--- src/rtl/bp_pkg.sv ---
`default_nettype none
// +--------------------------------------------------------------------+
// | bp_pkg                                                             |
// | Shared constants, counter encodings and entry type for predictors. |
// | Rev 1.0 - initial release                                          |
// +--------------------------------------------------------------------+
package bp_pkg;

    localparam int XLEN       = 32;
    localparam int BP_INDEX_W = 4;
    localparam int BP_TAG_W   = XLEN - BP_INDEX_W - 2;

    localparam logic [1:0] SNT = 2'b00;
    localparam logic [1:0] WNT = 2'b01;
    localparam logic [1:0] WT  = 2'b10;
    localparam logic [1:0] ST  = 2'b11;

    typedef struct packed {
        logic                valid;
        logic [BP_TAG_W-1:0] tag;
        logic [XLEN-1:0]     target;
        logic                jump;
        logic [1:0]          ctr;
    } bp_entry_t;

endpackage
`default_nettype wire

--- src/rtl/bp_sat_counter.sv ---
`default_nettype none
// +--------------------------------------------------------------------+
// | bp_sat_counter                                                     |
// | 2-bit saturating counter next-state function (ctr, taken).         |
// | Rev 1.0 - initial release                                          |
// +--------------------------------------------------------------------+
module bp_sat_counter
    import bp_pkg::*;
(
    input  logic [1:0] i_ctr,
    input  logic       i_taken,
    output logic [1:0] o_ctr_next
);

    always_comb begin
        o_ctr_next = i_ctr;
        if (i_taken) begin
            if (i_ctr != ST) o_ctr_next = i_ctr + 2'd1;
        end else begin
            if (i_ctr != SNT) o_ctr_next = i_ctr - 2'd1;
        end
    end

endmodule
`default_nettype wire

--- src/rtl/branch_predictor.sv ---
`default_nettype none
// +--------------------------------------------------------------------+
// | branch_predictor                                                   |
// | Fetch-stage BHT (2-bit counters) + direct-mapped BTB, 0-cycle      |
// | lookup. Optional BP_STATS_EN adds lookup/mispredict counters.      |
// | Rev 1.0 - initial release                                          |
// +--------------------------------------------------------------------+
module branch_predictor #(
    parameter int XLEN    = bp_pkg::XLEN,
    parameter int INDEX_W = bp_pkg::BP_INDEX_W,
    parameter int TAG_W   = XLEN - INDEX_W - 2
) (
    input  logic            CLK,
    input  logic            RSTn,
    input  logic            if_valid,
    input  logic [XLEN-1:0] if_pc,
    output logic            pred_taken,
    output logic [XLEN-1:0] pred_target,
    input  logic            upd_valid,
    input  logic [XLEN-1:0] upd_pc,
    input  logic            upd_is_jump,
    input  logic            upd_taken,
    input  logic [XLEN-1:0] upd_target,
    input  logic            upd_mispredict
`ifdef BP_STATS_EN
    ,
    output logic [31:0]     stat_lookups,
    output logic [31:0]     stat_mispredicts
`endif
);

    import bp_pkg::*;

    localparam int c_ENTRIES = 2 ** INDEX_W;

    logic             r_valid  [c_ENTRIES];
    logic [TAG_W-1:0] r_tag    [c_ENTRIES];
    logic [XLEN-1:0]  r_target [c_ENTRIES];
    logic             r_jump   [c_ENTRIES];
    logic [1:0]       r_ctr    [c_ENTRIES];

    logic [INDEX_W-1:0] w_if_idx;
    logic [TAG_W-1:0]   w_if_tag;
    logic               w_if_hit;
    logic [XLEN-1:0]    w_if_pc_plus4;

    logic [INDEX_W-1:0] w_upd_idx;
    logic [TAG_W-1:0]   w_upd_tag;
    logic               w_upd_hit;
    logic [1:0]         w_ctr_next;

    // Word-offset bits are never used for indexing or tagging.
    logic w_unused_ok;
    assign w_unused_ok = &{1'b0, if_pc[1:0], upd_pc[1:0], upd_mispredict};

    assign w_if_idx      = if_pc[INDEX_W+1:2];
    assign w_if_tag      = if_pc[XLEN-1:INDEX_W+2];
    assign w_if_hit      = r_valid[w_if_idx] && (r_tag[w_if_idx] == w_if_tag);
    assign w_if_pc_plus4 = if_pc + XLEN'(4);

    assign pred_taken  = if_valid && w_if_hit && (r_jump[w_if_idx] || r_ctr[w_if_idx][1]);
    assign pred_target = pred_taken ? r_target[w_if_idx] : w_if_pc_plus4;

    assign w_upd_idx = upd_pc[INDEX_W+1:2];
    assign w_upd_tag = upd_pc[XLEN-1:INDEX_W+2];
    assign w_upd_hit = r_valid[w_upd_idx] && (r_tag[w_upd_idx] == w_upd_tag);

    bp_sat_counter u_sat_counter (
        .i_ctr      (r_ctr[w_upd_idx]),
        .i_taken    (upd_taken),
        .o_ctr_next (w_ctr_next)
    );

    // Valid and counter state carry the reset; payload fields are don't-care until allocated.
    always_ff @(posedge CLK or negedge RSTn) begin
        if (!RSTn) begin
            for (int i = 0; i < c_ENTRIES; i++) begin
                r_valid[i] <= 1'b0;
                r_ctr[i]   <= WNT;
            end
        end else if (upd_valid) begin
            if (w_upd_hit) begin
                if (!upd_is_jump) r_ctr[w_upd_idx] <= w_ctr_next;
            end else if (upd_taken) begin
                r_valid[w_upd_idx] <= 1'b1;
                r_ctr[w_upd_idx]   <= upd_is_jump ? ST : WT;
            end
        end
    end

    always_ff @(posedge CLK) begin
        if (upd_valid) begin
            if (w_upd_hit) begin
                r_jump[w_upd_idx] <= upd_is_jump;
                if (upd_taken) r_target[w_upd_idx] <= upd_target;
            end else if (upd_taken) begin
                r_tag[w_upd_idx]    <= w_upd_tag;
                r_target[w_upd_idx] <= upd_target;
                r_jump[w_upd_idx]   <= upd_is_jump;
            end
        end
    end

`ifdef BP_STATS_EN
    logic [31:0] r_stat_lookups;
    logic [31:0] r_stat_mispredicts;

    always_ff @(posedge CLK or negedge RSTn) begin
        if (!RSTn) begin
            r_stat_lookups     <= 32'd0;
            r_stat_mispredicts <= 32'd0;
        end else begin
            if (if_valid)                        r_stat_lookups     <= r_stat_lookups + 32'd1;
            if (upd_valid && upd_mispredict)     r_stat_mispredicts <= r_stat_mispredicts + 32'd1;
        end
    end

    assign stat_lookups     = r_stat_lookups;
    assign stat_mispredicts = r_stat_mispredicts;
`endif

endmodule
`default_nettype wire

--- config.mk ---
export PLATFORM = sky130hd
export DESIGN_NAME = branch_predictor
export DESIGN_NICKNAME = d
export VERILOG_FILES = /design/src/rtl/bp_pkg.sv /design/src/rtl/bp_sat_counter.sv /design/src/rtl/branch_predictor.sv
export SDC_FILE = /design/constraint.sdc
export NUM_CORES = 1
export LEC_CHECK = 0
export CAP_MARGIN = 20
export CORE_MARGIN = 5
export CORE_UTILIZATION = 57
export CTS_CLUSTER_SIZE = 25
export DETAILED_ROUTE_END_ITERATION = 8
export HOLD_SLACK_MARGIN = 0.03
export PLACE_DENSITY = 0.83
export SKIP_CTS_REPAIR_TIMING = 1
export SYNTH_ARGS = -nofsm -noshare
export SYNTH_HDL_FRONTEND = slang
export SYNTH_SLANG_ARGS = --single-unit
--- constraint.sdc ---
create_clock -name CLK -period 10.45 [get_ports CLK]
set_input_delay 1.045 -clock CLK [delete_from_list [all_inputs] [get_ports CLK]]
set_output_delay 1.045 -clock CLK [all_outputs]
set_load 0.005 [all_outputs]
==> reports/results.ini, run 1 <==
[run_status]
run_status=complete, no violations

[power]
vdd_ir_drop_max_v=0.000129
swShare_pct=22.8
cell_internal_pwr_mw=6.80
power.density_nw_per_um2=177
p_leak_nw=15.8
p_comb_share_pct=8.5
clockPowerShare_pct=40.3
p_seq_share_pct=51.2
power_switching_mw=2.00

[cts]
cts.clk_slew.worst_paths_ns=0.06
worstSkewPairLatency_ns=0.69
cts_buffers=96
htreeDepth=3
root_buffer=clkbuf_16
max-clock-path-buffers=3
cts_sinks=992
cts_tree=yes

[critical_path]
r2r_slack_ns=4.79
r2r_cells=11
crit_required_ns=9.41
critPathLaunchType=primary input
endpoint_kind=primary output
cp_max_fo=56
critPathKind=in2out
crit_arrival_ns=6.90

[grt]
grt_pass1_wl_mm=172
antenna_found_initial=11
grt.total_usage_pct=28.5
grt_start_max_net_pins=100
grt_overflow=0
grt_pass1_vias=25400

[synthesis]
ys_top_cells_by_area=edfxtp_1, mux4_2, dfrtp_1
synthArstFlopShare_pct=4.84
avgSynthCellArea_um2=19.3
ys_warn_count=0
syn_inst=2274
yosysMostFrequentCell=edfxtp_1
synth_edf_count=944
syn_area_um2=43900
synth.top_cell.area_share_pct=64.6
synth_common_cells=edfxtp_1, mux4_2, nand2_1
synth_cell_type_count=61
synth_fp_nets=2378
ys_ff_latch=992
ys_seq_area_share_pct=67.4
yosys_most_used_dff=edfxtp_1
yosysTopAreaCell=edfxtp_1

[floorplanning]
core_um2=76100
dieHeight_um=287
start_util_pct=57.7
std_cell_rows=101
ioPinCount=136
die_width_um=287
die_area_um2=82600

[sta]
period_share_pct=76.0
final_max_slew_viol_count=0
setup_tns_ns=0
fin_worst_hold_slack_ns=0.250
max-slew-margin-rel_pct=23.6
rsz0062_at_grt=false
skew_ns=0.0467
tightest_slew_ns=1.15
hold_viol_final=0
setup_viol=0
period_needed_ns=7.95
fmax_ghz=0.126

[drt]
drcViolationCount=0
post_drt_wl_per_cell_um=33.2
drtPass1Iterations=8
vias=24900
viasPerCell=7.03
drt_iter0_markers=4109
drt-total-wl_mm=117
ant_nets=0

[placement]
place.gp.congestion=0.892
place_hpwl_mm=64.6
port_buffers=132
dp.cells=3351

[finish]
nNetsFinal=2525
syn_to_final_growth_pct=13.2
fillers=4750
final_cells=3540
drive_above_1_share_pct=28.9

[hold_path]
hold_path.class=in2async

[job]
maxCapViolations=0

area by class of cell:
cell class	count	area, um2	area share, %
diodes	8	20.0	0.0403
clock buffers	114	2520	5.07
clock inverters	65	733	1.48
inverters	19	71.3	0.144
multi-input cells	1124	13700	27.6
flip-flops and latches	992	29600	59.5
well taps	1030	1290	2.60
repair buffers	188	1750	3.52
kinds of logic (layout without fill, tap and decap cells):
kind of cell,Yosys count,in the layout,synth area share [%]
multiplexers,500,500,22.5
buffers and inverters,158,386,1.78
other,0,8,0
adder cells (fa/ha/maj),3,3,0.0742
AND/OR/NAND/NOR,370,370,4.21
AO/OA/AOI/OAI,175,175,2.56
XOR/XNOR,76,76,1.52
flip-flops,992,992,67.4
critical path, cell delays in order:
cell and delay (ns):
buf_8 0.47, buf_4 0.73, mux4_2 0.58, nor2b_1 0.14
a211oi_1 0.29, a21oi_1 0.16, xor2_1 0.26, or4_1 0.57
or4b_1 0.61, nor4_4 0.50, buf_4 0.54, mux2_2 0.43
clkdlybuf4s50_1 0.49
layout by cell type (no fill, tap or decap), drive strengths merged, types with 13 or more instances in the layout:
cell and n:
a211oi 17, a21oi 34, a22oi 14, a31oi 20, and2 13, buf 65, clkbuf 114, clkdlybuf4s50 123
clkinv 50, dfrtp 32, dfstp 16, edfxtp 944, inv 20, mux2 51, mux2i 67, mux4 382
nand2 94, nand2b 14, nand3 28, nand4 14, nor2 90, nor2b 41, nor3 15, o211ai 14
o21ai 40, or2 24, xnor2 51, xor2 25
state kept, by name, summed over array words and instances (netlist names):
register  count
r_jump       16
r_target    512
r_ctr        32
r_valid      16
r_tag       416
through the flow:
step | setup slack [ns] | power (mW) | instance area (um2) | util, %
after floorplan | 3.79 | 5.02 | 43900 | -
after global placement | 2.72 | 5.28 | 46400 | 60.9
after detailed placement | 2.67 | 5.31 | 46400 | 60.9
after CTS | 2.50 | 8.81 | 49600 | 65.2
after global routing | 2.22 | 9.05 | 49600 | 65.3
final | 2.50 | 8.80 | 49700 | 65.3
per-layer routing:
| metal | up-vias | share of wire, % | track usage [%] |
|---|---|---|---|
| met5 | - | 0.041 | 0 |
| met4 | 8 | 4.8 | 11.4 |
| met3 | 389 | 13 | 7.09 |
| met2 | 1982 | 49 | 46.1 |
| met1 | 12800 | 34 | 37.9 |
| li1 | 9725 | - | - |
power by group through the flow:
stage | registers (mW) | logic (mW) | clock network, mW
after floorplan | 4.56 | 0.464 | 0
after global placement | 4.58 | 0.703 | 0
after detailed placement | 4.58 | 0.726 | 0
after CTS | 4.51 | 0.737 | 3.57
after global routing | 4.51 | 0.790 | 3.75
final | 4.51 | 0.747 | 3.55
final timing paths:
kind                                          from                      end
min                                           RSTn    r_ctr[15]$_DFFE_PN0P_
min reg2reg                 r_valid[4]$_DFFE_PN0P_   r_valid[4]$_DFFE_PN0P_
max in group asynchronous                     RSTn     r_ctr[4]$_DFFE_PN1P_
max                                       if_pc[2]           pred_target[7]
min in group CLK            r_valid[4]$_DFFE_PN0P_   r_valid[4]$_DFFE_PN0P_
max reg2reg                r_tag[11][13]$_DFFE_PP_  r_valid[12]$_DFFE_PN0P_
Power figures use the tool's default switching activity.
==> run 2, diff against run 1 <==
--- a/config.mk
+++ b/config.mk
@@ -7,11 +7,11 @@
 export LEC_CHECK = 0
 export CAP_MARGIN = 20
 export CORE_MARGIN = 5
-export CORE_UTILIZATION = 57
+export CORE_UTILIZATION = 56
 export CTS_CLUSTER_SIZE = 25
 export DETAILED_ROUTE_END_ITERATION = 8
 export HOLD_SLACK_MARGIN = 0.03
-export PLACE_DENSITY = 0.83
+export PLACE_DENSITY = 0.85
 export SKIP_CTS_REPAIR_TIMING = 1
 export SYNTH_ARGS = -nofsm -noshare
 export SYNTH_HDL_FRONTEND = slang
==> constraint.sdc (replaced) <==
create_clock -name CLK -period 7.2 [get_ports CLK]
set_input_delay 0.72 -clock CLK [delete_from_list [all_inputs] [get_ports CLK]]
set_output_delay 0.72 -clock CLK [all_outputs]
set_load 0.005 [all_outputs]
==> run 2 against run 1 <==
Die area is 1.7% higher. First-iteration DRC count fell by 3.0%. Core utilization decreased by 1.1 points. Non-clock buffer count increased by 17. Register-to-register slack got worse by 2.1 ns. Final cell count increased by 0.90%. Global-route usage increased by 0.33 points. Hold slack better by 0.25 ns. Clock power up 43%. Clock skew rose by 0.0088 ns. Combinational power rose by 47%. Critical path depth down 2.
==> reports/results.ini, run 2 (synthesis gave the netlist of run 1 again) <==
[critical_path]
r2r_slack_ns=2.71  ; -2.08 ns
crit_required_ns=6.48  ; -2.93 ns
regToRegStartpoint=r_tag[13][1]$_DFFE_PP_
cp-startpoint=if_pc[4]
r2r_end=r_tag[15][25]$_DFFE_PP_
cp_max_fo=50  ; -11%
endpoint_kind=primary output
critPathLaunchType=primary input
crit_path_end=pred_target[7]
crit_arrival_ns=5.35  ; -1.55 ns
critPathKind=in2out
r2r_cells=11  ; unchanged

[sta]
final_max_slew_viol_count=0  ; unchanged
tightest_slew_ns=1.25  ; +0.104 ns
setup_tns_ns=0  ; unchanged
hold_viol_final=0  ; unchanged
period_share_pct=84.3
max-slew-margin-rel_pct=16.4  ; -7.2 points
setup_viol=0  ; unchanged
skew_ns=0.0556  ; +0.00884 ns
fmax_ghz=0.165
period_needed_ns=6.07
rsz0062_at_grt=false

[cts]
root_buffer=clkbuf_16
cts_tree=yes
cts_sinks=992  ; unchanged
cts.clk_slew.worst_paths_ns=0.06  ; about the same
worstSkewPairLatency_ns=0.70  ; about the same
cts_buffers=98  ; +2.1%
htreeDepth=3  ; unchanged
max-clock-path-buffers=3  ; unchanged

[floorplanning]
core_um2=77600  ; +2.0%
die_area_um2=84000  ; +1.7%
ioPinCount=136  ; unchanged
start_util_pct=56.5  ; -1.1 points
std_cell_rows=102  ; +0.99%
die_width_um=290  ; +0.86%
dieHeight_um=290  ; +0.86%

[grt]
grt_pass1_wl_mm=179  ; +4.2%
grt.total_usage_pct=28.9  ; +0.33 points
grt_overflow=0  ; unchanged
grt_pass1_vias=26300  ; +3.5%
grt_start_max_net_pins=88  ; -12%
antenna_found_initial=16  ; +5

[finish]
syn_to_final_growth_pct=13.6
drive_above_1_share_pct=28.9  ; -0.036 points
nNetsFinal=2544  ; +0.75%
fillers=4929  ; +3.8%
largest_register_ffs=512  ; unchanged
fin_area_um2=49800  ; +0.32%
regMostFlops=r_target
final_common_cell=edfxtp_1
layout_common_cells=edfxtp_1, mux4_2, clkdlybuf4s50_1, clkbuf_16, nand2_1
top_regs=r_target (512), r_tag (416), r_ctr (32)

[drt]
post_drt_wl_per_cell_um=34.4  ; +3.6%
viasPerCell=7.14  ; +1.6%
drt_iter0_markers=3987  ; -3.0%
ant_nets=0  ; unchanged
drt-total-wl_mm=123  ; +4.6%
drtPass1Iterations=9  ; +1
drcViolationCount=0  ; unchanged
vias=25500  ; +2.5%

[job]
maxCapViolations=0  ; unchanged

[power]
vdd_ir_drop_max_v=0.000173  ; +34%
power.density_nw_per_um2=255  ; +44%
p_leak_nw=15.9  ; +0.28%

[placement]
port_buffers=132  ; unchanged
place_hpwl_mm=69.7  ; +7.9%
dpl_cell_area_um2=46500  ; +0.38%
place.gp.congestion=0.892  ; about the same

[hold_path]
hold_path.class=reg2reg
hp-start=r_valid[9]$_DFFE_PN0P_

[run_status]
run_status=complete, no violations

## run 2: changes by cell type in the layout (fill, tap and decap cells not counted), moves of 4 or more
cell and change:
buf_12 +5, clkbuf_1 +14, clkinv_2 -11, bufinv_16 -4
buf_4 +10, diode_2 +5
## run 2: routing by layer
metal  vias up  global-route usage (%)  routed length (um)
met5         -                       0                  80
met4        12                    13.3                6190
met3       427                    8.13               15800
met2      2246                    46.8               60600
met1     13100                    36.7               40100
li1       9772                       -                   -
## run 2: worst min-delay path by stage
stage	endpoint	slack, ns	cells past startpoint
final	r_valid[9]$_DFFE_PN0P_	0.50	1
after global routing	r_valid[9]$_DFFE_PN0P_	0.52	1
after CTS	r_valid[13]$_DFFE_PN0P_	0.28	1
after detailed placement	r_valid[6]$_DFFE_PN0P_	0.48	1
after global placement	r_valid[6]$_DFFE_PN0P_	0.46	1
after floorplan	r_ctr[11]$_DFFE_PN0P_	0.42	0
## run 2: through the flow
stage               hold WS [ns]  utilization (%)  setup slack [ns]  total power [mW]  std cells
CTS                        0.282             64.0              1.15              12.7       3554
global route               0.519             64.2             0.864              13.1       3563
global placement           0.464             59.9              1.18              7.66       3374
detailed placement         0.481             60.0              1.17              7.72       3375
finish                     0.499             64.2              1.13              12.7       3572
floorplan                  0.424                -             0.862              7.29       2274
## run 2: final cells by class
cell class	count	area [um2]	area share, %
Clock buffer	129	2610	5.24
Inverter	19	71.3	0.143
Clock inverter	50	543	1.09
Timing Repair Buffer	205	1980	3.98
Multi-Input combinational cell	1124	13700	27.5
Tap cell	1040	1300	2.61
Antenna cell	13	32.5	0.0653
Sequential cell	992	29600	59.4
## run 2: power breakdown
part	switching [mW]	leakage (nW)	internal [mW]
clock network	2.25	1.52	2.83
registers	0.0889	9.04	6.46
logic	0.605	5.31	0.498
## run 2: worst max-delay path: stages
cell and delay (ns):
buf_6 0.49, inv_2 0.46, mux2i_1 0.21, a21oi_1 0.46, xor2_1 0.19, or4_1 0.56, or4b_1 0.57, nor4_4 0.15
buf_4 0.54, mux2_2 0.45, clkdlybuf4s50_1 0.48
